## config.mk

```make
export PLATFORM = sky130hd
export DESIGN_NAME = seg_mux4
export DESIGN_NICKNAME = d
export VERILOG_FILES = /design/src/rtl/seg_pkg.sv /design/src/rtl/hex7seg.sv /design/src/rtl/seg_mux4.sv
export SDC_FILE = /design/constraint.sdc
export NUM_CORES = 1
export LEC_CHECK = 0
export CORE_MARGIN = 2
export CORE_UTILIZATION = 50
export CTS_CLUSTER_DIAMETER = 80
export DETAILED_ROUTE_END_ITERATION = 8
export PLACE_DENSITY = 0.83
export SYNTH_ARGS = -nofsm -noshare
export SYNTH_HDL_FRONTEND = slang
export SYNTH_SLANG_ARGS = --single-unit
```

## constraint.sdc

```tcl
create_clock -name clk -period 2.95 [get_ports clk]
set_input_delay 0.59 -clock clk [delete_from_list [all_inputs] [get_ports clk]]
set_output_delay 0.59 -clock clk [all_outputs]
set_load 0.05 [all_outputs]
```

## src/rtl/seg_pkg.sv

```systemverilog
// Shared definitions for the four-digit seven-segment multiplexer:
// segment pattern table, all-off constants and the scan state encoding.
package seg_pkg;

    typedef enum logic {
        ST_DEAD = 1'b0,
        ST_ON   = 1'b1
    } state_e;

    localparam logic [6:0] SEG_OFF = 7'h7F;
    localparam logic [3:0] AN_OFF  = 4'hF;

    // Active-low {g,f,e,d,c,b,a} patterns, entry n is hex digit n.
    localparam logic [15:0][6:0] HEX_SEG = {
        7'b0001110,  // F
        7'b0000110,  // E
        7'b0100001,  // d
        7'b1000110,  // C
        7'b0000011,  // b
        7'b0001000,  // A
        7'b0010000,  // 9
        7'b0000000,  // 8
        7'b1111000,  // 7
        7'b0000010,  // 6
        7'b0010010,  // 5
        7'b0011001,  // 4
        7'b0110000,  // 3
        7'b0100100,  // 2
        7'b1111001,  // 1
        7'b1000000   // 0
    };

    function automatic logic [6:0] hex_to_seg(input logic [3:0] h);
        return HEX_SEG[h];
    endfunction

endpackage

```

## src/rtl/hex7seg.sv

```systemverilog
// Combinational hex nibble to active-low seven-segment pattern.
module hex7seg
    import seg_pkg::*;
(
    input  logic [3:0] hex_i,
    output logic [6:0] seg_o
);

    // Pure table lookup.
    always_comb begin
        seg_o = hex_to_seg(hex_i);
    end

endmodule

```

## src/rtl/seg_mux4.sv

```systemverilog
// Four-digit time-multiplexed seven-segment driver. Each digit is lit for
// 2^PRESCALE_W clocks, separated by DEAD_CYCLES all-off clocks. Display data
// is latched once per frame so a frame never mixes two input words.
module seg_mux4
    import seg_pkg::*;
#(
    parameter int PRESCALE_W  = 16,
    parameter int DEAD_CYCLES = 32
) (
    input  logic        clk,
    input  logic        clr,
    input  logic [15:0] disp_datain,
    input  logic [3:0]  dp_in,
    input  logic [3:0]  blank_in,
    output logic [3:0]  an,
    output logic [6:0]  seg,
    output logic        dp,
    output logic        frame_tick
);

    localparam logic [7:0] DEAD_LAST = 8'(DEAD_CYCLES - 1);

    state_e                state_q, state_d;
    logic [1:0]            idx_q, idx_d;
    logic [7:0]            dcnt_q, dcnt_d;
    logic [PRESCALE_W-1:0] pre_q, pre_d;
    logic [15:0]           data_q, data_d;
    logic [3:0]            dpsh_q, dpsh_d;
    logic [3:0]            blank_q, blank_d;

    logic [3:0]            an_d;
    logic [6:0]            seg_d;
    logic                  dp_d;
    logic                  tick_d;
    logic [3:0]            nib;
    logic [6:0]            nib_seg;

    // Outputs are computed from next-state values so they switch on the
    // same edge as the state/index change that causes them.
    assign nib = data_d[{idx_d, 2'b00} +: 4];

    hex7seg u_dec (
        .hex_i (nib),
        .seg_o (nib_seg)
    );

    // Next-state: dead/on sequencing, digit advance and frame capture.
    always_comb begin
        state_d = state_q;
        idx_d   = idx_q;
        dcnt_d  = dcnt_q;
        pre_d   = pre_q;
        data_d  = data_q;
        dpsh_d  = dpsh_q;
        blank_d = blank_q;
        tick_d  = 1'b0;
        case (state_q)
            ST_DEAD: begin
                if (dcnt_q == DEAD_LAST) begin
                    state_d = ST_ON;
                    idx_d   = idx_q + 2'd1;
                    pre_d   = '0;
                    if (idx_d == 2'd0) begin
                        data_d  = disp_datain;
                        dpsh_d  = dp_in;
                        blank_d = blank_in;
                        tick_d  = 1'b1;
                    end
                end else begin
                    dcnt_d = dcnt_q + 8'd1;
                end
            end
            default: begin
                if (&pre_q) begin
                    state_d = ST_DEAD;
                    dcnt_d  = '0;
                end else begin
                    pre_d = pre_q + PRESCALE_W'(1);
                end
            end
        endcase
    end

    // Output next values: one anode low only while a non-blanked digit is on.
    always_comb begin
        an_d  = AN_OFF;
        seg_d = SEG_OFF;
        dp_d  = 1'b1;
        if (state_d == ST_ON && !blank_d[idx_d]) begin
            an_d[idx_d] = 1'b0;
            seg_d       = nib_seg;
            dp_d        = ~dpsh_d[idx_d];
        end
    end

    // State, counters, shadow registers and registered outputs.
    always_ff @(posedge clk or posedge clr) begin
        if (clr) begin
            state_q    <= ST_DEAD;
            idx_q      <= 2'd3;
            dcnt_q     <= '0;
            pre_q      <= '0;
            data_q     <= '0;
            dpsh_q     <= '0;
            blank_q    <= '0;
            an         <= AN_OFF;
            seg        <= SEG_OFF;
            dp         <= 1'b1;
            frame_tick <= 1'b0;
        end else begin
            state_q    <= state_d;
            idx_q      <= idx_d;
            dcnt_q     <= dcnt_d;
            pre_q      <= pre_d;
            data_q     <= data_d;
            dpsh_q     <= dpsh_d;
            blank_q    <= blank_d;
            an         <= an_d;
            seg        <= seg_d;
            dp         <= dp_d;
            frame_tick <= tick_d;
        end
    end

endmodule

```

==> key figures <==
Run status
  • Run status: finished clean

Setup path
  • CP endpoint kind: flop
  • Register-to-register path setup slack: 0.15 ns
  • Largest driver fanout on the critical path: 10
  • Cells along the critical path: ha_1 > nor2b_4 > and3_2 > xnor2_2 > buf_4 > nor3_1 > nor3_2 > inv_1 > ha_1 > inv_1 > nor2_1 > a21oi_1 > o221ai_1
  • Kind of start point of the critical path: flop
  • CP Data Arrival Time: 3.03 ns
  • Critical path start-end classification: reg2reg
  • Data required time at the worst endpoint: 3.19 ns
  • Highest cell delay on the worst timing path: 0.42 ns
  • Library cell contributing the largest single delay on the critical path: sky130_fd_sc_hd__dfrtp_1

Synth
  • Number of flops mapped to enable cells by yosys: 0
  • Prevailing post-synth register cell: sky130_fd_sc_hd__dfrtp_1
  • Post-synthesis share of cell area spent on full adders, half adders and majority gates: 3.48%
  • Register area share after synthesis: 50.1%
  • Main combinational cell family by area after synthesis: simple AND/OR/NAND/NOR gates
  • Mapped cell area: 3230 sq um
  • Synthesized-area fraction occupied by ao, oa, aoi and oai cells: 8.43%
  • Xor/xnor cell area share of the yosys netlist: 4.29%
  • Yosys warnings: 0
  • Number of instances in the synthesized netlist: 299
  • Syn_area_per_cell: 10.8 sq um
  • Post-synthesis cell type count: 53
  • Fraction of registers with async set/reset: 100%
  • Share of cell area taken by muxes after synthesis: 8.59%
  • Post-synthesis net count: 334
  • Register bit total from synthesis: 64
  • Area fraction in and, or, nand and nor cells after synthesis: 20.9%

STA
  • Share of the cycle needed by the critical path after routing: 94.8%
  • Slew @ Worst Pin: 0.504 ns
  • Minimum clock period: 2.80 ns
  • Final setup vio count: 0
  • Worst relative slew slack: 66.3%
  • Top achievable clock speed: 0.358 GHz
  • Final-report hold violation count: 0
  • Number of max-slew violations in the final report: 0
  • Worst-case clock skew: 0.00759 ns
  • Setup TNS after final layout: 0 ns

Global routing
  • First-pass GRT wire length: 11100 um
  • Overall routing resource usage: 19.9%
  • Via count of the first global-routing pass: 2326
  • Initial antenna violation count: 0
  • Remaining Overflow, GRT: 0
  • Largest net degree at the start of global routing: 25

Routing
  • Total via count in the routed design: 2447
  • Post-route DRC violation count: 0
  • 1st-pass router iterations: 4
  • Violation count after the first detailed-route iteration: 163
  • Vias per Instance: 5.61
  • DRT Wirelength: 6750 um
  • Count of antenna-violating nets left after detailed routing: 0
  • Routed length per placed instance: 15.5 um

Layout
  • Most common cell after layout, fill and taps aside: sky130_fd_sc_hd__dfrtp_1
  • Antenna diode count: 0
  • Commonest non-fill, non-tap cells in the layout: sky130_fd_sc_hd__dfrtp_1 (50), sky130_fd_sc_hd__nand2_1 (41), sky130_fd_sc_hd__clkdlybuf4s50_1 (38)
  • Util after Layout: 62.4%
  • Proportion of layout cells with a drive suffix above 1: 22.8%
  • Fillers: 492
  • Number of nets in the finished design: 390
  • Area Growth Syn to Fin: 21.8%

Power
  • Switching power as a share of total power: 22.0%
  • Switching power: 0.000359 W
  • Sequential group share of total power: 54.9%
  • Static Leakage: 1.69 nW
  • Clock network power share: 38.6%
  • PnR Total Power: 0.00163 W
  • Pwr Density: 413 nW/um^2
  • Combinational fraction of design power: 6.5%
  • Maximum VDD drop: 0.000268 V
  • Internal power: 0.00127 W

Clock network
  • Clock H-tree levels: 3
  • Clock tree from TritonCTS: done
  • Cts bufs inserted: 9
  • Clock Latency Late Sink: 0.34 ns
  • Maximum buffer depth of the clock tree: 2
  • Number of sinks driven by the clock tree: 64
  • Register clock-pin slew on the reported worst setup and hold paths: 0.06 ns
  • Clock tree root driver cell: sky130_fd_sc_hd__clkbuf_8

Floorplanning
  • Total I/O pin count: 39
  • Initial standard-cell utilization of the core: 51.2%
  • Overall die height: 84.4 um
  • Die Outline Area: 7130 sq um
  • Number of rows in the core area: 29
  • Core area: 6310 sq um
  • Horizontal die dimension: 84.4 um

Placed design
  • Final HPWL DP: 4820 um
  • Gp weighted congestion: 0.885
  • Buffers added on ports: 38

Worst hold path
  • Class of the tightest hold or removal check: reg2reg

Flow run
  • Number of max-cap violations: 0
==> cells in the mapped netlist (2+ instances only) <==
cell type,number,area (sq um)
sky130_fd_sc_hd__o2111ai_1,2,17.5
sky130_fd_sc_hd__and3_1,7,43.8
sky130_fd_sc_hd__o211ai_2,2,25.0
sky130_fd_sc_hd__xor2_1,9,78.8
sky130_fd_sc_hd__mux2_2,17,191
sky130_fd_sc_hd__o221ai_1,2,17.5
sky130_fd_sc_hd__mux2_1,2,22.5
sky130_fd_sc_hd__dfrtp_1,50,1250
sky130_fd_sc_hd__o21ai_0,9,45.0
sky130_fd_sc_hd__buf_6,6,67.6
sky130_fd_sc_hd__nand2_1,41,154
sky130_fd_sc_hd__mux2i_1,5,50.1
sky130_fd_sc_hd__o211ai_1,4,30.0
sky130_fd_sc_hd__o21ai_1,2,10.0
sky130_fd_sc_hd__o311ai_0,3,26.3
sky130_fd_sc_hd__nand4_2,2,25.0
sky130_fd_sc_hd__and4_1,4,35.0
sky130_fd_sc_hd__nand3_1,11,55.1
sky130_fd_sc_hd__xnor2_1,5,43.8
sky130_fd_sc_hd__a21oi_1,4,20.0
sky130_fd_sc_hd__buf_2,3,15.0
sky130_fd_sc_hd__nor2_1,25,93.8
sky130_fd_sc_hd__or3_1,11,68.8
sky130_fd_sc_hd__inv_1,9,33.8
sky130_fd_sc_hd__ha_1,9,113
sky130_fd_sc_hd__o22ai_1,4,25.0
sky130_fd_sc_hd__dfstp_2,14,368
sky130_fd_sc_hd__nand4_1,10,62.6
sky130_fd_sc_hd__nor3_1,3,15.0
==> registers in the layout (all words and copies together), names as in the netlist <==
| register | cells |
|---|---|
| pre_q | 16 |
| an | 4 |
| blank_q | 4 |
| dpsh_q | 4 |
| seg | 7 |
| idx_q | 2 |
| data_q | 16 |
| dcnt_q | 8 |
| frame_tick | 1 |
| state_q | 1 |
| dp | 1 |
==> critical path, delay by kind of cell (launching register included) <==
kind	cells	cell delay, ns
simple gates	5	0.82
fa+ha+maj	2	0.49
buf+inv	3	0.45
flops	1	0.42
compound gates	2	0.26
xor+xnor	1	0.23
==> final timing paths <==
kind	endpoint	cells past startpoint	start
worst max register to register	seg[5]	13	dcnt_q[0]
worst min register to register	data_q[2]	1	data_q[2]
worst min-delay path	data_q[2]	1	data_q[2]
worst max-delay path	seg[5]	13	dcnt_q[0]
max in group asynchronous	an[2]	3	clr
min in group asynchronous	data_q[14]	2	clr
==> routing by layer <==
layer	up-vias	share of wire [%]	global-route usage, %
met5	-	0	0
met4	0	2.2	7.94
met3	12	4.3	5.11
met2	61	47	30.4
met1	1205	46	27.6
li1	1169	-	-
==> power by group through the flow <==
stage	logic [W]	clock network (W)	registers, W
after floorplan	0.0000561	0	0.000907
after global placement	0.000103	0	0.000908
after detailed placement	0.000106	0	0.000909
after CTS	0.000107	0.000634	0.000894
after global routing	0.000117	0.000678	0.000894
final	0.000106	0.000628	0.000894
==> repair_timing <==
action / 4_1_cts / 5_1_grt
cloned: 0 / 0
setup endpoints to repair: 2 / 9
hold buffers: 0 / 0
pin swaps: 0 / 1
resized for setup: 1 / 5
buffers inserted: 0 / 3
==> through the flow <==
| step | cell area, sq um | hold slack (ns) | setup WS [ns] | instances |
|---|---|---|---|---|
| 3_5_place_dp | 3740 | 0.477 | 0.0658 | 418 |
| 5_1_grt | 3940 | 0.505 | -0.00250 | 436 |
| 2_1_floorplan | 3240 | 0.433 | 0.163 | 299 |
| 6_report | 3940 | 0.493 | 0.155 | 436 |
| 4_1_cts | 3900 | 0.491 | 0.0379 | 433 |
| 3_3_place_gp | 3740 | 0.456 | 0.123 | 418 |
==> cell families (layout without fill, tap and decap cells) <==
group           count (synthesis)  after routing
compound gates                 37             37
fa+ha+maj                       9              9
xor+xnor                       15             15
flops                          64             64
simple gates                  126            126
mux                            25             25
buf+inv                        23             83
==> final cells by class <==
| type | instances | area, sq um | area share [%] |
|---|---|---|---|
| sequential | 64 | 1620 | 41.1 |
| multi-input combinational | 212 | 1500 | 38.1 |
| timing repair buffer | 57 | 523 | 13.3 |
| clock buffer | 14 | 153 | 3.87 |
| tap | 77 | 96.3 | 2.45 |
| inverter | 11 | 43.8 | 1.11 |
| clock inverter | 1 | 5.00 | 0.127 |
No activity file was read; power rests on OpenSTA's default activity.
